<file path="src/rtl/fir_pkg.sv">
`default_nettype none
// ============================================================================
// Module      : fir_pkg
// Description : Shared constants, state encoding and helpers for the 7-tap
//               FIR filter configuration path.
// Revision    : 1.0 - initial release
// ============================================================================
package fir_pkg;

  localparam int FIR_TAPS        = 7;
  localparam int FIR_PARAM_BYTES = 8;
  localparam logic [2:0] FIR_MASK_ADDR = 3'd7;
  localparam int FIR_ADDR_W      = 16;

  // Sequencer states; explicit 3-bit encoding
  typedef enum logic [2:0] {
    ST_IDLE  = 3'd0,
    ST_SCAN  = 3'd1,
    ST_SETUP = 3'd2,
    ST_LOW   = 3'd3,
    ST_HOLD  = 3'd4,
    ST_FLUSH = 3'd5,
    ST_DONE  = 3'd6
  } fir_seq_state_e;

  // Byte idx of a parameter image (byte 0 = b0 ... byte 7 = input mask)
  function automatic logic [7:0] fir_param_byte(input logic [8*FIR_PARAM_BYTES-1:0] image,
                                                input logic [2:0] idx);
    return image[{idx, 3'b000} +: 8];
  endfunction

endpackage
`default_nettype wire

</file>
<file path="src/rtl/fir_drop_counter.sv">
`default_nettype none
// ============================================================================
// Module      : fir_drop_counter
// Description : Saturating event counter with synchronous clear; clear wins
//               over a simultaneous increment.
// Revision    : 1.0 - initial release
// ============================================================================
module fir_drop_counter #(
  parameter int WIDTH = 8
) (
  input  logic             clock,
  input  logic             rst_n,
  input  logic             clr,
  input  logic             inc,
  output logic [WIDTH-1:0] count
);

  // Count events, stick at all-ones, clear has priority
  always_ff @(posedge clock or negedge rst_n) begin
    if (!rst_n) begin
      count <= '0;
    end else if (clr) begin
      count <= '0;
    end else if (inc && (count != '1)) begin
      count <= count + WIDTH'(1);
    end
  end

endmodule
`default_nettype wire

</file>
<file path="src/rtl/fir_cfg_sequencer.sv">
`default_nettype none
// ============================================================================
// Module      : fir_cfg_sequencer
// Description : Writes a 64-bit FIR parameter image through the filter's
//               byte write port, gates the sample stream meanwhile and can
//               flush the delay line with zero samples afterwards.
// Revision    : 1.0 - initial release
// ============================================================================
module fir_cfg_sequencer
  import fir_pkg::*;
#(
  parameter int FLUSH_LEN = 7,
  parameter int DROP_W    = 8
) (
  input  logic                         clock,
  input  logic                         rst_n,
  input  logic                         cfg_valid,
  output logic                         cfg_ready,
  input  logic [8*FIR_PARAM_BYTES-1:0] cfg_data,
  input  logic [FIR_PARAM_BYTES-1:0]   cfg_be,
  input  logic                         cfg_flush,
  output logic                         cfg_done,
  output logic                         busy,
  output logic                         w_n,
  output logic                         w_en_n,
  output logic [FIR_ADDR_W-1:0]        addr,
  output logic [7:0]                   p,
  input  logic                         x_valid_in,
  input  logic [7:0]                   x_in,
  output logic                         x_valid_out,
  output logic [7:0]                   x_out,
  output logic [DROP_W-1:0]            drop_cnt,
  input  logic                         drop_clr
);

  // Remaining-flush counter holds FLUSH_LEN-1 down to 0
  localparam int   C_FL_W     = (FLUSH_LEN > 1) ? $clog2(FLUSH_LEN) : 1;
  localparam logic C_FLUSH_EN = (FLUSH_LEN > 0);

  fir_seq_state_e               r_state;
  fir_seq_state_e               w_next;
  fir_seq_state_e               w_end_state;
  logic [2:0]                   r_k;
  logic [8*FIR_PARAM_BYTES-1:0] r_data;
  logic [FIR_PARAM_BYTES-1:0]   r_be;
  logic                         r_flush;
  logic [C_FL_W-1:0]            r_flush_cnt;
  logic                         w_accept;
  logic                         w_last;
  logic                         w_pass;
  logic                         w_drop_inc;

  assign w_accept    = cfg_valid & cfg_ready;
  assign w_last      = (r_k == FIR_MASK_ADDR);
  assign w_end_state = (r_flush && C_FLUSH_EN) ? ST_FLUSH : ST_DONE;
  // Samples pass only when idle and no request is being taken this cycle
  assign w_pass      = (r_state == ST_IDLE) && !w_accept;
  assign w_drop_inc  = x_valid_in && !w_pass;

  // Next-state decision for the byte walk, flush and completion
  always_comb begin
    w_next = r_state;
    case (r_state)
      ST_IDLE:  if (w_accept) w_next = ST_SCAN;
      ST_SCAN: begin
        if (r_be[r_k])   w_next = ST_SETUP;
        else if (w_last) w_next = w_end_state;
        else             w_next = ST_SCAN;
      end
      ST_SETUP: w_next = ST_LOW;
      ST_LOW:   w_next = ST_HOLD;
      ST_HOLD:  w_next = w_last ? w_end_state : ST_SCAN;
      ST_FLUSH: if (r_flush_cnt == '0) w_next = ST_DONE;
      ST_DONE:  w_next = ST_IDLE;
      default:  w_next = ST_IDLE;
    endcase
  end

  // State, request latch and all registered outputs (derived from next state)
  always_ff @(posedge clock or negedge rst_n) begin
    if (!rst_n) begin
      r_state     <= ST_IDLE;
      r_k         <= '0;
      r_data      <= '0;
      r_be        <= '0;
      r_flush     <= 1'b0;
      r_flush_cnt <= '0;
      cfg_ready   <= 1'b0;
      cfg_done    <= 1'b0;
      busy        <= 1'b0;
      w_n         <= 1'b1;
      w_en_n      <= 1'b1;
      addr        <= '0;
      p           <= '0;
      x_valid_out <= 1'b0;
      x_out       <= '0;
    end else begin
      r_state   <= w_next;
      cfg_ready <= (w_next == ST_IDLE);
      busy      <= (w_next != ST_IDLE);
      cfg_done  <= (w_next == ST_DONE);

      if (w_accept) begin
        r_data  <= cfg_data;
        r_be    <= cfg_be;
        r_flush <= cfg_flush;
        r_k     <= '0;
      end else if (((r_state == ST_SCAN) && (w_next != ST_SETUP)) || (r_state == ST_HOLD)) begin
        // Wrap after byte 7 is harmless: the walk has ended by then
        r_k <= r_k + 3'd1;
      end

      // Address/data are presented in SETUP and simply held afterwards
      if (w_next == ST_SETUP) begin
        addr <= {{(FIR_ADDR_W-3){1'b0}}, r_k};
        p    <= fir_param_byte(r_data, r_k);
      end
      w_en_n <= !(w_next inside {ST_SETUP, ST_LOW, ST_HOLD});
      // Rising edge of w_n on entry to HOLD is what the filter latches on
      w_n    <= (w_next != ST_LOW);

      if ((w_next == ST_FLUSH) && (r_state != ST_FLUSH)) begin
        r_flush_cnt <= C_FL_W'(FLUSH_LEN - 1);
      end else if (r_state == ST_FLUSH) begin
        r_flush_cnt <= r_flush_cnt - C_FL_W'(1);
      end

      if (w_pass) begin
        x_valid_out <= x_valid_in;
        x_out       <= x_in;
      end else begin
        x_valid_out <= (w_next == ST_FLUSH);
        x_out       <= '0;
      end
    end
  end

  fir_drop_counter #(
    .WIDTH (DROP_W)
  ) u_drop_counter (
    .clock (clock),
    .rst_n (rst_n),
    .clr   (drop_clr),
    .inc   (w_drop_inc),
    .count (drop_cnt)
  );

endmodule
`default_nettype wire

</file>
<file path="config.mk">
export PLATFORM = sky130hd
export DESIGN_NAME = fir_cfg_sequencer
export DESIGN_NICKNAME = d
export VERILOG_FILES = /design/src/rtl/fir_pkg.sv /design/src/rtl/fir_drop_counter.sv /design/src/rtl/fir_cfg_sequencer.sv
export SDC_FILE = /design/constraint.sdc
export NUM_CORES = 1
export LEC_CHECK = 0
export ABC_CLOCK_PERIOD_IN_PS = 2210
export BUFFER_PORTS_ARGS = -buffer_cell sky130_fd_sc_hd__buf_2
export CAP_MARGIN = 15
export CORE_ASPECT_RATIO = 0.8
export CORE_MARGIN = 2
export CORE_UTILIZATION = 45
export DETAILED_ROUTE_END_ITERATION = 12
export GPL_TIMING_DRIVEN = 0
export PLACE_DENSITY_LB_ADDON = 0.15
export SYNTH_ARGS = -nofsm -noshare
export SYNTH_HDL_FRONTEND = slang
export SYNTH_SLANG_ARGS = --single-unit
</file>
<file path="constraint.sdc">
create_clock -name clock -period 2.21 [get_ports clock]
set_clock_uncertainty 0.2 [all_clocks]
set_input_delay 0.442 -clock clock [delete_from_list [all_inputs] [get_ports clock]]
set_output_delay 0.442 -clock clock [all_outputs]
set_load 0.02 [all_outputs]
</file>
==> report_table.html, run 1 <==
<table>
<tr><th>Metric</th><th>Value</th></tr>
<tr><th colspan="2">Timing</th></tr>
<tr><td>Unrepaired setup endpoints after global routing</td><td>no</td></tr>
<tr><td>Count of final setup violators</td><td>0</td></tr>
<tr><td>Hold_ws</td><td>approximately 0.041 ns</td></tr>
<tr><td>Worst slew margin relative to its limit</td><td>a little over two fifths</td></tr>
<tr><td>Slew at the pin with the worst max-slew slack</td><td>about 0.86 ns</td></tr>
<tr><td>Summed negative setup slack over all endpoints</td><td>0 ns</td></tr>
<tr><td>Maximum achievable frequency</td><td>0.465 GHz</td></tr>
<tr><td>Final cycle utilization of the critical path</td><td>between 90% and 100%</td></tr>
<tr><td>Time the worst path needs with I/O delays and setup</td><td>2.15 ns</td></tr>
<tr><td>Count of final hold-check violations</td><td>0</td></tr>
<tr><td>Pins over their slew limit</td><td>0</td></tr>
<tr><th colspan="2">Power</th></tr>
<tr><td>Power density cells</td><td>between 1500 and 2000 mW/mm^2</td></tr>
<tr><td>Maximum resistive drop on vdd</td><td>801 uV</td></tr>
<tr><td>Proportion of power drawn by flip-flops and latches</td><td>between 30% and 40%</td></tr>
<tr><td>Cell Int Power</td><td>about 7.1 mW</td></tr>
<tr><td>Switch Pwr</td><td>3.53 mW</td></tr>
<tr><td>Reported leakage power</td><td>around 3.2 nW</td></tr>
<tr><td>Switching Fraction</td><td>between 30% and 40%</td></tr>
<tr><td>Proportion of power drawn by the clock network</td><td>26.5%</td></tr>
<tr><td>Portion of total power attributed to combinational logic</td><td>between 30% and 40%</td></tr>
<tr><th colspan="2">Critical path</th></tr>
<tr><td>Total buffers and inverters traversed by the critical path</td><td>2</td></tr>
<tr><td>Path depth of the worst reg2reg path</td><td>5</td></tr>
<tr><td>CP top delay family</td><td>multiplexers</td></tr>
<tr><td>Critical path capture point type</td><td>flip-flop</td></tr>
<tr><td>Critical path class</td><td>flip-flop to flip-flop</td></tr>
<tr><td>Most repeated library cell on the critical path</td><td>sky130_fd_sc_hd__mux2_2</td></tr>
<tr><td>Critical Path Start</td><td>r_k[0]$_DFFE_PN0P_</td></tr>
<tr><td>Cell breakdown of the critical path</td><td>buf_6 -&gt; buf_12 -&gt; mux4_1 -&gt; mux2_2 -&gt; mux2_2</td></tr>
<tr><td>Crit path DAT</td><td>around 2.2 ns</td></tr>
<tr><td>Largest stage delay on the critical path</td><td>0.60 ns</td></tr>
<tr><td>Standard cell with the maximum stage delay on the critical path</td><td>sky130_fd_sc_hd__mux4_1</td></tr>
<tr><td>Number of cells on the critical path</td><td>5</td></tr>
<tr><td>Data required time of the worst path</td><td>between 2 and 2.5 ns</td></tr>
<tr><td>Maximum net fanout on the critical path</td><td>10</td></tr>
<tr><td>Reg-to-Reg Start</td><td>r_k[0]$_DFFE_PN0P_</td></tr>
<tr><td>Critical path launch point type</td><td>flip-flop</td></tr>
<tr><td>R2r setup slk</td><td>slightly below 0.06 ns</td></tr>
<tr><th colspan="2">Floorplan</th></tr>
<tr><td>Die Outline Area</td><td>0.0131 sq mm</td></tr>
<tr><td>Die width</td><td>~130 um</td></tr>
<tr><td>Die Height</td><td>~100 um</td></tr>
<tr><td>Number of standard-cell rows in the floorplan</td><td>35</td></tr>
<tr><td>Core ar.</td><td>0.0117 sq mm</td></tr>
<tr><td>Top-level I/O count</td><td>roughly 130</td></tr>
<tr><td>Initial Utilization</td><td>between 40% and 50%</td></tr>
<tr><th colspan="2">Detailed routing</th></tr>
<tr><td>Drt via density</td><td>between 5 and 6</td></tr>
<tr><td>First DRT Iteration DRCs</td><td>around 300</td></tr>
<tr><td>Via count of the routed design</td><td>roughly 3800</td></tr>
<tr><td>Post-route antenna net violation count</td><td>0</td></tr>
<tr><td>Total Wirelength</td><td>about 13 mm</td></tr>
<tr><td>TritonRoute pass-1 iters</td><td>5</td></tr>
<tr><td>Routed length per instance</td><td>18.2 um</td></tr>
<tr><td>Drc violations</td><td>0</td></tr>
<tr><th colspan="2">Clocking</th></tr>
<tr><td>Buffer cell driving the clock tree root</td><td>sky130_fd_sc_hd__clkbuf_16</td></tr>
<tr><td>Maximum number of buffers from clock root to sink</td><td>2</td></tr>
<tr><td>Clock slew at reported path FFs</td><td>around 0.05 ns</td></tr>
<tr><td>Clock tree from TritonCTS</td><td>built</td></tr>
<tr><td>CTS sink cnt</td><td>roughly 120</td></tr>
<tr><td>Clk Latency, worst-skew pair</td><td>~0.4 ns</td></tr>
<tr><td>H-tree depth</td><td>4</td></tr>
<tr><td>Number of buffers created by CTS</td><td>17</td></tr>
<tr><th colspan="2">Global routing</th></tr>
<tr><td>Total global routing overflow</td><td>0</td></tr>
<tr><td>Pin count of the biggest net entering global routing</td><td>93</td></tr>
<tr><td>Antenna violations before repair</td><td>0</td></tr>
<tr><td>Wire length of the first global-routing pass</td><td>slightly above 20 mm</td></tr>
<tr><td>Number of global-route vias before repair</td><td>about 3800</td></tr>
<tr><td>Global router's overall resource usage</td><td>between 20% and 30%</td></tr>
<tr><th colspan="2">Flow run</th></tr>
<tr><td>Max-Cap Viols</td><td>0</td></tr>
<tr><th colspan="2">Hold path</th></tr>
<tr><td>Min-delay src</td><td>x_in[2]</td></tr>
<tr><td>Instance count along the most critical hold path</td><td>2</td></tr>
<tr><td>Path type of the worst min-delay path</td><td>input pin to flip-flop</td></tr>
<tr><th colspan="2">Yosys</th></tr>
<tr><td>Seq/Total Area, Yosys</td><td>52.6%</td></tr>
<tr><td>Number of synthesized flops with an enable pin</td><td>0</td></tr>
<tr><td>Share of synthesized registers carrying an async set or reset</td><td>100%</td></tr>
<tr><td>Area contributors post-synth</td><td>sky130_fd_sc_hd__dfrtp_1 52%, sky130_fd_sc_hd__mux2_2 19%, sky130_fd_sc_hd__mux4_1 3.8%</td></tr>
<tr><td>Gate Count Post-Synth</td><td>400</td></tr>
<tr><td>Synth Cell Area</td><td>0.00547 sq mm</td></tr>
<tr><td>Leading area contributor after synthesis</td><td>sky130_fd_sc_hd__dfrtp_1</td></tr>
<tr><td>Commonest cells post-synth</td><td>113 x sky130_fd_sc_hd__dfrtp_1, 90 x sky130_fd_sc_hd__mux2_2, 14 x sky130_fd_sc_hd__buf_4, 13 x sky130_fd_sc_hd__clkbuf_1, 13 x sky130_fd_sc_hd__nor2_1</td></tr>
<tr><td>Mean post-synth cell area</td><td>around 14 sq um</td></tr>
<tr><td>Area share of the largest cell type after synthesis</td><td>between 50 and 60%</td></tr>
<tr><td>Dominant synthesized flop cell</td><td>sky130_fd_sc_hd__dfrtp_1</td></tr>
<tr><td>Number of library cell types mapped by synthesis</td><td>55</td></tr>
<tr><td>Cell with the most instances after synthesis</td><td>sky130_fd_sc_hd__dfrtp_1</td></tr>
<tr><td>Register bit count reported by yosys</td><td>between 100 and 150</td></tr>
<tr><td>Yosys Warn Count</td><td>0</td></tr>
<tr><th colspan="2">Place</th></tr>
<tr><td>Detailed placer's ending HPWL</td><td>9.07 mm</td></tr>
<tr><td>Placer's final routability congestion estimate</td><td>roughly 0.83</td></tr>
<tr><td>Count of input and output buffers</td><td>~120</td></tr>
<tr><td>Number of instances in the placed design</td><td>678</td></tr>
<tr><td>Cell area after placement</td><td>approximately 0.0063 sq mm</td></tr>
<tr><th colspan="2">Final layout</th></tr>
<tr><td>Post-layout instance count excluding filler cells</td><td>710</td></tr>
<tr><td>Number of diodes</td><td>0</td></tr>
<tr><td>Ratio of cells with drive above 1 in the final layout</td><td>50.7%</td></tr>
<tr><td>Synthesis-to-layout area growth</td><td>27.2%</td></tr>
<tr><td>Final standard cell utilization of the core</td><td>between 50% and 60%</td></tr>
<tr><td>Total Nets Final</td><td>approximately 640</td></tr>
<tr><td>Summed area of non-filler cells in the final layout</td><td>~0.0070 sq mm</td></tr>
<tr><th colspan="2">Run status</th></tr>
<tr><td>Status</td><td>finished, final reports clean</td></tr>
</table>
-- final timing paths --
path                                                        to
max                                           p[1]$_DFFE_PN0P_
min                                         x_out[2]$_DFF_PN0_
max reg2reg                                   p[1]$_DFFE_PN0P_
min reg2reg                                addr[0]$_DFFE_PN0P_
max in group asynchronous                r_data[8]$_DFFE_PN0P_
min in group asynchronous  u_drop_counter.count[0]$_DFFE_PN0P_
-- flip-flops by register name, indices dropped and copies added, names as in the netlist --
signal and flops:
addr 3, busy 1, cfg_done 1, cfg_ready 1, p 8, r_be 8
r_data 64, r_flush 1, r_flush_cnt 3, r_k 3, r_state 3, u_drop_counter.count 8
w_en_n 1, w_n 1, x_out 8, x_valid_out 1
-- what timing repair did --
item,CTS,global route
hold endpoints to repair,23,0
hold buffers,1,0
resized for setup,5,10
pin swaps,0,1
setup buffers,0,1
setup endpoints to repair,9,20
-- cells in the final DEF, fill, tap and decap left out, drive strengths merged, types with 10 or more instances in the layout --
cell type    n
a21oi       10
and2        10
buf        142
clkbuf      36
conb        13
dfrtp      113
mux2        92
mux4        16
nand2       10
nor2        13
-- power by group through the flow --
stage	clock network (mW)	registers, mW	logic (mW)
6_report	2.82	3.61	4.21
5_1_grt	2.96	3.73	4.58
4_1_cts	2.84	3.59	4.17
3_5_place_dp	0	3.61	4.12
3_3_place_gp	0	3.55	4.01
2_1_floorplan	0	3.72	2.83
-- routing by layer --
layer / track usage [%] / wire length (um) / vias to the layer above
met5: 0 / 0 / -
met3: 7.06 / 747 / 8
met4: 6.51 / 61 / 0
met2: 32.4 / 6320 / 117
li1: - / - / 1768
met1: 27.9 / 5770 / 1943
-- area by class of cell --
type,instances,area (sq um)
inverter,6,22.5
multi-input combinational,254,2390
buffer,37,239
sequential,115,2880
clock inverter,8,126
clock buffer,22,484
tap,148,185
fill,968,4730
timing repair buffer,120,637
-- stage by stage --
stage	setup slack [ns]	power, mW
detailed placement	-0.419	7.74
finish	0.0585	10.6
global placement	-0.910	7.56
floorplan	0.153	6.55
global route	0.00222	11.3
CTS	0.0102	10.6
-- cell families after synthesis --
family,share of synthesized area [%]
AOI/OAI and AO/OA,6.65
other,0.0685
adders and majority gates,1.14
DFF,52.6
muxes,27.0
buffers and inverters,4.57
and+or+nand+nor,7.14
xor gates and xnor gates,0.800
-- worst register-to-register path, stage by stage, from the launching register on --
cell	delay, ns
sky130_fd_sc_hd__dfrtp_1	0.36
sky130_fd_sc_hd__buf_6	0.17
sky130_fd_sc_hd__buf_12	0.16
sky130_fd_sc_hd__mux4_1	0.61
sky130_fd_sc_hd__mux2_2	0.28
sky130_fd_sc_hd__mux2_2	0.26
Power figures use the tool's default switching activity.
==> run 2: changes to the inputs <==
--- a/config.mk
+++ b/config.mk
@@ -16,4 +16,5 @@
 export PLACE_DENSITY_LB_ADDON = 0.15
 export SYNTH_ARGS = -nofsm -noshare
 export SYNTH_HDL_FRONTEND = slang
+export SYNTH_HIERARCHICAL = 1
 export SYNTH_SLANG_ARGS = --single-unit
==> run 2 against run 1 <==
Against the previous run:
- the flow now finishes with violations (setup timing)
- final area is 1.7% higher
- combinational power is 8.3% higher
- cell count is 0.70% higher
- die area is 0.28% lower
- critical path depth is 2 higher
- non-clock buffer count is 10 higher
- via count is 2.1% lower
- register-to-register slack worse by 0.16 ns
- critical endpoint is now p[3]$_DFFE_PN0P_
- sequential power hardly changed
- worst hold slack better by 0.021 ns
==> report_table.html, run 2 <==
<table>
<tr><th>Metric</th><th>Value</th></tr>
<tr><th colspan="2">Run status</th></tr>
<tr><td>Status</td><td>finished, violations left</td></tr>
<tr><td>Violated checks</td><td>setup timing</td></tr>
<tr><th colspan="2">Global routing</th></tr>
<tr><td>Total global routing overflow</td><td>0 (unchanged)</td></tr>
<tr><td>Antenna violations before repair</td><td>0 (unchanged)</td></tr>
<tr><td>Global router's overall resource usage</td><td>20.3% (-0.50 points)</td></tr>
<tr><td>Number of global-route vias before repair</td><td>3794 (+0.26%)</td></tr>
<tr><td>Wire length of the first global-routing pass</td><td>19.8 mm (-2.4%)</td></tr>
<tr><td>Pin count of the biggest net entering global routing</td><td>85 (-8.6%)</td></tr>
<tr><th colspan="2">Critical path</th></tr>
<tr><td>Maximum net fanout on the critical path</td><td>6 (-4)</td></tr>
<tr><td>R2r setup slk</td><td>-0.1 ns (-0.16 ns)</td></tr>
<tr><td>Data required time of the worst path</td><td>2.30 ns (about the same)</td></tr>
<tr><td>Setup crit end</td><td>p[3]$_DFFE_PN0P_</td></tr>
<tr><td>Critical path launch point type</td><td>flip-flop</td></tr>
<tr><td>Reg-to-Reg Start</td><td>r_k[0]$_DFFE_PN0P_</td></tr>
<tr><td>Worst r2r dst</td><td>p[3]$_DFFE_PN0P_</td></tr>
<tr><td>Critical path class</td><td>flip-flop to flip-flop</td></tr>
<tr><td>Path depth of the worst reg2reg path</td><td>7 (+2)</td></tr>
<tr><td>Crit path DAT</td><td>2.40 ns (+0.16 ns)</td></tr>
<tr><td>Critical Path Start</td><td>r_k[0]$_DFFE_PN0P_</td></tr>
<tr><td>Critical path capture point type</td><td>flip-flop</td></tr>
<tr><th colspan="2">Floorplan</th></tr>
<tr><td>Die Height</td><td>102 um (-0.14%)</td></tr>
<tr><td>Die Outline Area</td><td>0.0130 sq mm (-0.28%)</td></tr>
<tr><td>Die width</td><td>127 um (-0.14%)</td></tr>
<tr><td>Top-level I/O count</td><td>132 (unchanged)</td></tr>
<tr><td>Number of standard-cell rows in the floorplan</td><td>35 (unchanged)</td></tr>
<tr><td>Initial Utilization</td><td>46.8% (about the same)</td></tr>
<tr><td>Core ar.</td><td>0.0116 sq mm (-0.37%)</td></tr>
<tr><th colspan="2">Clocking</th></tr>
<tr><td>Clock tree from TritonCTS</td><td>built</td></tr>
<tr><td>Number of buffers created by CTS</td><td>17 (unchanged)</td></tr>
<tr><td>Buffer cell driving the clock tree root</td><td>sky130_fd_sc_hd__clkbuf_16</td></tr>
<tr><td>CTS sink cnt</td><td>115 (unchanged)</td></tr>
<tr><td>Clock slew at reported path FFs</td><td>0.05 ns (about the same)</td></tr>
<tr><td>Maximum number of buffers from clock root to sink</td><td>2 (unchanged)</td></tr>
<tr><td>Clk Latency, worst-skew pair</td><td>0.41 ns (about the same)</td></tr>
<tr><td>H-tree depth</td><td>4 (unchanged)</td></tr>
<tr><th colspan="2">Timing</th></tr>
<tr><td>Slew at the pin with the worst max-slew slack</td><td>0.723 ns (-0.133 ns)</td></tr>
<tr><td>Maximum achievable frequency</td><td>0.433 GHz (-6.8%)</td></tr>
<tr><td>Count of final setup violators</td><td>17 (+17)</td></tr>
<tr><td>Unrepaired setup endpoints after global routing</td><td>yes</td></tr>
<tr><td>Slack of the critical path</td><td>-0.0982 ns (-0.157 ns)</td></tr>
<tr><td>Summed negative setup slack over all endpoints</td><td>-1.06 ns (-1.06 ns)</td></tr>
<tr><td>Hold_ws</td><td>0.0612 ns (+0.0205 ns)</td></tr>
<tr><td>Final cycle utilization of the critical path</td><td>104% (+7.1 points)</td></tr>
<tr><td>Worst slew margin relative to its limit</td><td>51.8% (+8.9 points)</td></tr>
<tr><td>Count of final hold-check violations</td><td>0 (unchanged)</td></tr>
<tr><td>Pins over their slew limit</td><td>0 (unchanged)</td></tr>
<tr><td>Time the worst path needs with I/O delays and setup</td><td>2.31 ns (+0.157 ns)</td></tr>
<tr><th colspan="2">Power</th></tr>
<tr><td>Maximum resistive drop on vdd</td><td>803 uV (+0.14%)</td></tr>
<tr><td>Power density cells</td><td>1510 mW/mm^2 (-1.1%)</td></tr>
<tr><td>Reported leakage power</td><td>3.31 nW (+3.2%)</td></tr>
<tr><td>Overall power of the completed layout</td><td>10.7 mW (+0.53%)</td></tr>
<tr><th colspan="2">Final layout</th></tr>
<tr><td>Number of diodes</td><td>0 (unchanged)</td></tr>
<tr><td>Final standard cell utilization of the core</td><td>60.8% (+1.2 points)</td></tr>
<tr><td>Post-layout instance count excluding filler cells</td><td>715 (+0.70%)</td></tr>
<tr><td>Commonest cells after routing, fill and taps aside</td><td>118 x sky130_fd_sc_hd__buf_2, 110 x sky130_fd_sc_hd__dfrtp_1, 92 x sky130_fd_sc_hd__mux2_2, 26 x sky130_fd_sc_hd__buf_4, 18 x sky130_fd_sc_hd__mux4_2</td></tr>
<tr><td>Flip-flop count of the largest register, all copies and words added</td><td>64 (unchanged)</td></tr>
<tr><td>Total Nets Final</td><td>647 (+0.78%)</td></tr>
<tr><td>Most common cell after layout, fill and taps aside</td><td>sky130_fd_sc_hd__buf_2</td></tr>
<tr><td>Summed area of non-filler cells in the final layout</td><td>0.00708 sq mm (+1.7%)</td></tr>
<tr><td>Synthesis-to-layout area growth</td><td>29.7%</td></tr>
<tr><td>Largest register by flop count</td><td>r_data</td></tr>
<tr><td>Ratio of cells with drive above 1 in the final layout</td><td>56.3% (+5.5 points)</td></tr>
<tr><th colspan="2">Detailed routing</th></tr>
<tr><td>TritonRoute pass-1 iters</td><td>4 (-1)</td></tr>
<tr><td>Drt via density</td><td>5.25 (-2.7%)</td></tr>
<tr><td>First DRT Iteration DRCs</td><td>163 (-45%)</td></tr>
<tr><td>Routed length per instance</td><td>17.7 um (-2.3%)</td></tr>
<tr><td>Post-route antenna net violation count</td><td>0 (unchanged)</td></tr>
<tr><td>Via count of the routed design</td><td>3757 (-2.1%)</td></tr>
<tr><td>Drc violations</td><td>0 (unchanged)</td></tr>
<tr><td>Total Wirelength</td><td>12.7 mm (-1.7%)</td></tr>
<tr><th colspan="2">Yosys</th></tr>
<tr><td>Mean post-synth cell area</td><td>13.8 sq um (+1.2%)</td></tr>
<tr><td>Cell with the most instances after synthesis</td><td>sky130_fd_sc_hd__dfrtp_1</td></tr>
<tr><td>Area share of the largest cell type after synthesis</td><td>51.8% (+0.15 points)</td></tr>
<tr><td>Yosys Warn Count</td><td>6 (+6)</td></tr>
<tr><td>Commonest cells post-synth</td><td>113 x sky130_fd_sc_hd__dfrtp_1, 98 x sky130_fd_sc_hd__mux2_2, 18 x sky130_fd_sc_hd__mux4_2, 14 x sky130_fd_sc_hd__clkbuf_1, 13 x sky130_fd_sc_hd__buf_4</td></tr>
<tr><td>Dominant synthesized flop cell</td><td>sky130_fd_sc_hd__dfrtp_1</td></tr>
<tr><td>Seq/Total Area, Yosys</td><td>52.8% (+0.16 points)</td></tr>
<tr><td>Number of library cell types mapped by synthesis</td><td>51 (-7.3%)</td></tr>
<tr><td>Gate Count Post-Synth</td><td>394 (-1.5%)</td></tr>
<tr><td>Register bit count reported by yosys</td><td>115 (unchanged)</td></tr>
<tr><td>Leading area contributor after synthesis</td><td>sky130_fd_sc_hd__dfrtp_1</td></tr>
<tr><td>Area contributors post-synth</td><td>sky130_fd_sc_hd__dfrtp_1 52%, sky130_fd_sc_hd__mux2_2 20%, sky130_fd_sc_hd__mux4_2 7.4%</td></tr>
<tr><td>Share of synthesized registers carrying an async set or reset</td><td>100% (unchanged)</td></tr>
<tr><td>Synth Cell Area</td><td>0.00546 sq mm (-0.30%)</td></tr>
<tr><td>Number of synthesized flops with an enable pin</td><td>0 (unchanged)</td></tr>
<tr><th colspan="2">Hold path</th></tr>
<tr><td>Path type of the worst min-delay path</td><td>input pin to flip-flop</td></tr>
<tr><td>Min-delay src</td><td>x_valid_in</td></tr>
<tr><th colspan="2">Place</th></tr>
<tr><td>Cell area after placement</td><td>0.00632 sq mm (unchanged)</td></tr>
<tr><td>Detailed placer's ending HPWL</td><td>8.66 mm (-4.5%)</td></tr>
<tr><td>Count of input and output buffers</td><td>118 (+0.85%)</td></tr>
<tr><td>Minimum setup slack after placement</td><td>-0.423 ns (-0.00390 ns)</td></tr>
<tr><td>Number of instances in the placed design</td><td>673 (-0.74%)</td></tr>
<tr><td>Placer's final routability congestion estimate</td><td>0.802 (-3.9%)</td></tr>
<tr><th colspan="2">Flow run</th></tr>
<tr><td>Max-Cap Viols</td><td>0 (unchanged)</td></tr>
</table>
## run 2: metal layers
layer	GRT usage [%]	share of wire (%)	vias to the layer above
met3	7.28	6.5	13
met5	0	0	-
met2	30.4	45	99
met1	28.0	48	1896
met4	6.17	0.99	0
li1	-	-	1749
## run 2: cells by family (layout without fill, tap and decap cells)
family	count (synthesis)	after routing	synth area share, %
AOI/OAI and AO/OA	38	38	5.46
DFF	115	115	52.8
and+or+nand+nor	70	70	7.52
buffers and inverters	44	205	4.43
other	1	13	0.0687
adders and majority gates	5	5	1.15
muxes	121	121	28.6
## run 2: worst min-delay path by stage
stage                                         to  slack [ns]  depth (start not counted)
after CTS                 r_data[32]$_DFFE_PN0P_        0.05                          2
after global routing      r_data[11]$_DFFE_PN0P_        0.05                          2
after detailed placement  r_data[46]$_DFFE_PN0P_        0.14                          1
final                      x_valid_out$_DFF_PN0_        0.06                          2
after floorplan              addr[0]$_DFFE_PN0P_       -0.05                          0
after global placement    r_data[57]$_DFFE_PN0P_        0.28                          1
## run 2: area by class of cell
class | count | area (sq um)
Clock inverter | 6 | 55.1
Timing Repair Buffer | 135 | 771
Fill cell | 964 | 4570
Multi-Input combinational cell | 247 | 2440
Tap cell | 148 | 185
Buffer | 32 | 223
Clock buffer | 24 | 482
Sequential cell | 115 | 2880
Inverter | 8 | 32.5
## run 2: power by group
part	internal [mW]	total, mW	leakage (nW)	switching (mW)
sequential	3.08	3.62	1.39	0.540
clock	1.61	2.52	0.269	0.906
combinational	2.49	4.56	1.65	2.07
## run 2: critical path: stages (launching register included)
cell and delay, ns:
sky130_fd_sc_hd__dfrtp_1 0.38, sky130_fd_sc_hd__buf_6 0.14, sky130_fd_sc_hd__mux2i_1 0.12, sky130_fd_sc_hd__mux4_2 0.52
sky130_fd_sc_hd__buf_8 0.16, sky130_fd_sc_hd__nor3_4 0.18, sky130_fd_sc_hd__buf_6 0.16, sky130_fd_sc_hd__mux2_2 0.33
## run 2: timing repair
item	in CTS	in global routing
resized for setup	19	25
buffers inserted	6	7
endpoints found under the hold margin	29	0
hold buffers	1	0
setup endpoints to repair	29	27
pin swaps	0	8
cloned	2	0
